## config.mk

```make
export PLATFORM = sky130hd
export DESIGN_NAME = w1_load_ctrl
export DESIGN_NICKNAME = d
export VERILOG_FILES = /design/src/rtl/w1_load_ctrl.sv
export SDC_FILE = /design/constraint.sdc
export NUM_CORES = 1
export LEC_CHECK = 0
export CORE_UTILIZATION = 50
export DETAILED_ROUTE_END_ITERATION = 10
export PLACE_DENSITY = 0.93
export SLEW_MARGIN = 20
export SYNTH_ARGS = -nofsm -noshare
export SYNTH_HDL_FRONTEND = slang
export SYNTH_SLANG_ARGS = --single-unit
```

## constraint.sdc

```tcl
create_clock -name clk -period 2.4 [get_ports clk]
set_input_delay 0.36 -clock clk [delete_from_list [all_inputs] [get_ports clk]]
set_output_delay 0.36 -clock clk [all_outputs]
set_load 0.01 [all_outputs]
```

## src/rtl/w1_load_ctrl.sv

```systemverilog
// Layer-1 weight load controller.
// Walks the conv-layer-1 weight ROM from index 0 to KNUM-1 once per start request.
// Each returned word is qualified for the consumer one cycle after its address goes out.
// Optional feature macro W1_STALL_EN adds a stall input for consumer back-pressure.
// With that macro defined, stall freezes the walk and replays the pending word.
// The parameters must satisfy 2**AW >= KNUM and KNUM >= 1.
module w1_load_ctrl #(
  parameter int unsigned KNUM = 25,
  parameter int unsigned AW   = 5
) (
  input  logic          clk,
  input  logic          rst,
  input  logic          start,
`ifdef W1_STALL_EN
  input  logic          stall,
`endif
  output logic          busy,
  output logic          done,
  output logic [AW-1:0] w1_raddr,
  output logic          w1_wr_en,
  output logic [AW-1:0] w1_wr_idx,
  output logic          w1_wr_last
);

  localparam logic [AW-1:0] LastIdx = AW'(KNUM - 1);

  typedef enum logic [1:0] {StIdle, StFetch, StDrain, StDone} state_e;

  state_e        state_q, state_d;
  logic [AW-1:0] addr_q, addr_d;
  logic [AW-1:0] idx_q, idx_d;
  logic          wr_en_q, wr_en_d;
  logic          last_q, last_d;
  logic          hold;

`ifdef W1_STALL_EN
  assign hold = stall & busy;
`else
  assign hold = 1'b0;
`endif

  assign busy       = (state_q == StFetch) || (state_q == StDrain);
  assign done       = (state_q == StDone);
  // While held, re-issue the pending index so the ROM keeps the unconsumed word on its output.
  assign w1_raddr   = hold ? idx_q : addr_q;
  assign w1_wr_en   = wr_en_q & ~hold;
  assign w1_wr_last = last_q & ~hold;
  assign w1_wr_idx  = idx_q;

  // Next-state: advance the walk one address per cycle unless held by stall.
  always_comb begin
    state_d = state_q;
    addr_d  = addr_q;
    idx_d   = idx_q;
    wr_en_d = 1'b0;
    last_d  = 1'b0;
    if (hold) begin
      wr_en_d = wr_en_q;
      last_d  = last_q;
    end else begin
      case (state_q)
        StIdle: begin
          if (start) begin
            state_d = StFetch;
            addr_d  = '0;
          end
        end
        StFetch: begin
          // The address issued last cycle comes back from the ROM this cycle.
          wr_en_d = 1'b1;
          idx_d   = addr_q;
          last_d  = (addr_q == LastIdx);
          if (addr_q == LastIdx) begin
            state_d = StDrain;
          end else begin
            addr_d = addr_q + 1'b1;
          end
        end
        StDrain: state_d = StDone;
        StDone:  state_d = StIdle;
        default: state_d = StIdle;
      endcase
    end
  end

  // State register with synchronous reset.
  always_ff @(posedge clk) begin
    if (rst) begin
      state_q <= StIdle;
      addr_q  <= '0;
      idx_q   <= '0;
      wr_en_q <= 1'b0;
      last_q  <= 1'b0;
    end else begin
      state_q <= state_d;
      addr_q  <= addr_d;
      idx_q   <= idx_d;
      wr_en_q <= wr_en_d;
      last_q  <= last_d;
    end
  end

endmodule

```

==> metrics.md <==
| Metric | Value |
|---|---|
| Status | finished clean |
| Fmax | just over 0.5 GHz |
| Int Pwr | slightly below 500 uW |
| P_leak | 0.361 nW |
| Reg area | about 280 um^2 |
| Via density | between 5 and 6 |
| Multi-input logic area | ~380 um^2 |
| Clock network fraction of total power | approximately 17% |
| Top-count cell post-synth | dfxtp_1 |
| Max-slew violation count | 0 |
| Min cycle time layout | approximately 2.0 ns |
| Synth Net Count | 86 |
| RSZ-0062 raised after global routing | no |
| Drt wl/cell | 12.5 um |
| Core box area | roughly 1300 um^2 |
| Worst EP required | ~2.0 ns |
| Fillers | 113 |
| Total global routing overflow | 0 |
| CTS tree | yes |
| Syn_area_per_cell | ~9.2 um^2 |
| Largest net degree at the start of global routing | 14 |
| Finish-stage setup viols | 0 |
| Yosys reg bits | 14 |
| Arrival time at the worst endpoint | ~1.6 ns |
| Fraction of registers with async set/reset | 0% |
| Final instance area | about 900 um^2 |
| Dpl hpwl | approximately 980 um |
| Total placed instance area | just under 900 um^2 |
| Setup ws final | ~0.43 ns |
| Post-CTS setup buffers | 0 |
| Type of the worst min-delay path | reg2reg |
| Clock-pin slew on the worst setup and hold paths | roughly 0.080 ns |
| Period utilization | 82.0% |
| Antenna Nets Post-Route | 0 |
| First-pass GRT wire length | between 2000 and 2500 um |
| Die Footprint | 1540 um^2 |
| Synth Instances | 76 |
| Top FF cell, synth | dfxtp_1 |
| Dpl ws | 0.631 ns |
| Gpl congestion | between 0.8 and 0.9 |
| Vias after detailed routing | 570 |
| Setup Skew | 0.00605 ns |
| Placement Rows | 13 |
| Antenna violations before repair | 0 |
| Final WL | 1370 um |
| Post-synthesis mux area share | 10.1% |
| Initial Util | between 50% and 60% |
| Post-Synth Adder-Cell Area | between 10% and 20% |
| Synth cell types | 23 |
| Top cells by area, synth | dfxtp_1 40%, ha_1 13%, mux2i_1 10% |
| Slew headroom | between 60% and 70% |
| Layout area overhead | 28.8% |
| Sw Ratio | 37.6% |
| Sequential area share after synthesis | around 40% |
| Clock buffer count from CTS | 3 |
| First DRT Iteration DRCs | 11 |
| N_diodes | 0 |
| Chip width | ~39 um |
| Xor and xnor area share after synthesis | 0% |
| Simple-Gate Fraction of Synth Area | 20.3% |
| DP Cell Count | 106 |
| Sum Neg Setup Slack | 0 ns |
| Sw Pwr | ~300 uW |
| Dominant cell type by area after synthesis | dfxtp_1 |
| Largest family of logic cells by synthesized area | simple AND/OR/NAND/NOR gates |
| Die height | just under 40 um |
| Non-filler cells, final | between 100 and 150 |
| Max VDD drop | between 0.7 and 0.8 mV |
| Mapped Area | just under 700 um^2 |
| Startpoint types | flop |
| Reg power frac | 37.7% |
| Layout cell share with drive strength beyond 1 | between 8 and 9% |
| Buffers on Ports | 16 |
| Total design power | between 700 and 800 uW |
| GRT Overall Usage | between 20 and 25% |
| Worst Path Max Fanout | 4 |
| Warnings, synthesis | 0 |
| Complex-gate fraction of the synthesized area | about an eighth |
| Longest Clk Path Bufs | 2 |
| Final hold vios | 0 |
| CP Capture Type | output port |
| Yosys top cell area share | about two fifths |
| Clk_lat worst skew | around 0.28 ns |
| Fin util | 68.8% |
| Clk sink count | 14 |
| Vias in the first global route | 493 |
| DR pass1 iterations | 4 |
| Post-CTS Hold Fix Bufs | 0 |
| Tightest Pin Transition | a little under 0.6 ns |
| Fin nets | about 110 |
| Io pins | 17 |
| Clock Root Buffer | clkbuf_4 |
| Comb pwr share | ~46% |
| Cts repair resizes | 0 |
| EDFF count, synth | 0 |
| Final Hold Slack | ~0.50 ns |
| Post-route DRC | 0 |
| Critical setup path kind | reg2out |
| H-tree depth | 1 |
| Power Density | 886 nW/um^2 |
| Top cells by count, synth | 14 x dfxtp_1, 11 x nor2_1, 7 x ha_1, 7 x mux2i_1, 6 x inv_1 |
| Max-cap violations | 0 |
[sequential cells by signal, indices dropped and copies added, names as in the netlist]
signal / flops
w1_wr_idx: 5
w1_wr_last: 1
state_q: 2
w1_wr_en: 1
w1_raddr: 5
[routing by layer]
metal | share of wire, % | vias up | global-route usage (%)
met1 | 48 | 259 | 25.7
met4 | 2.1 | 0 | 12.9
li1 | - | 291 | -
met3 | 4.5 | 5 | 6.82
met5 | 0 | - | 0
met2 | 45 | 15 | 32.9
[power by group through the flow]
stage | clock network (mW) | registers (mW) | logic (mW)
final | 0.131 | 0.300 | 0.364
after global routing | 0.150 | 0.307 | 0.402
after CTS | 0.136 | 0.300 | 0.366
after detailed placement | 0 | 0.306 | 0.364
after global placement | 0 | 0.303 | 0.352
after floorplan | 0 | 0.305 | 0.250
[worst max-delay path, stage by stage (launching register included)]
cell,delay (ns)
dfxtp_1,0.39
inv_1,0.10
ha_1,0.30
clkdlybuf4s50_1,0.53
[layout make-up]
type	count	share of cell area (%)
Clock buffer	3	2.51
Inverter	7	2.93
Multi-Input combinational cell	53	42.5
Sequential cell	14	31.3
Tap cell	15	2.09
Timing Repair Buffer	17	18.7
[path summary, 6_finish.rpt]
check               startpoint      endpoint  slack (ns)  cells past startpoint
setup / recovery    state_q[0]          busy        0.43                      3
hold / removal    w1_wr_idx[2]  w1_wr_idx[2]        0.50                      2
setup reg to reg    state_q[1]   w1_raddr[2]        0.60                      6
hold reg to reg   w1_wr_idx[2]  w1_wr_idx[2]        0.50                      2
[cell usage in the layout, fill, tap and decap left out, types with 3 or more instances in the layout]
cell type        instances
inv_1                    6
clkdlybuf4s50_1         16
ha_1                     7
nand3_1                  3
dfxtp_1                 14
nor2_1                  11
mux2i_1                  7
clkbuf_4                 3
o21ai_0                  5
[cells by family after synthesis]
| family | after synthesis |
|---|---|
| adders and majority gates | 7 |
| muxes | 7 |
| AOI/OAI and AO/OA | 13 |
| and+or+nand+nor | 26 |
| DFF | 14 |
| buffers and inverters | 9 |
Power figures use the tool's default switching activity.
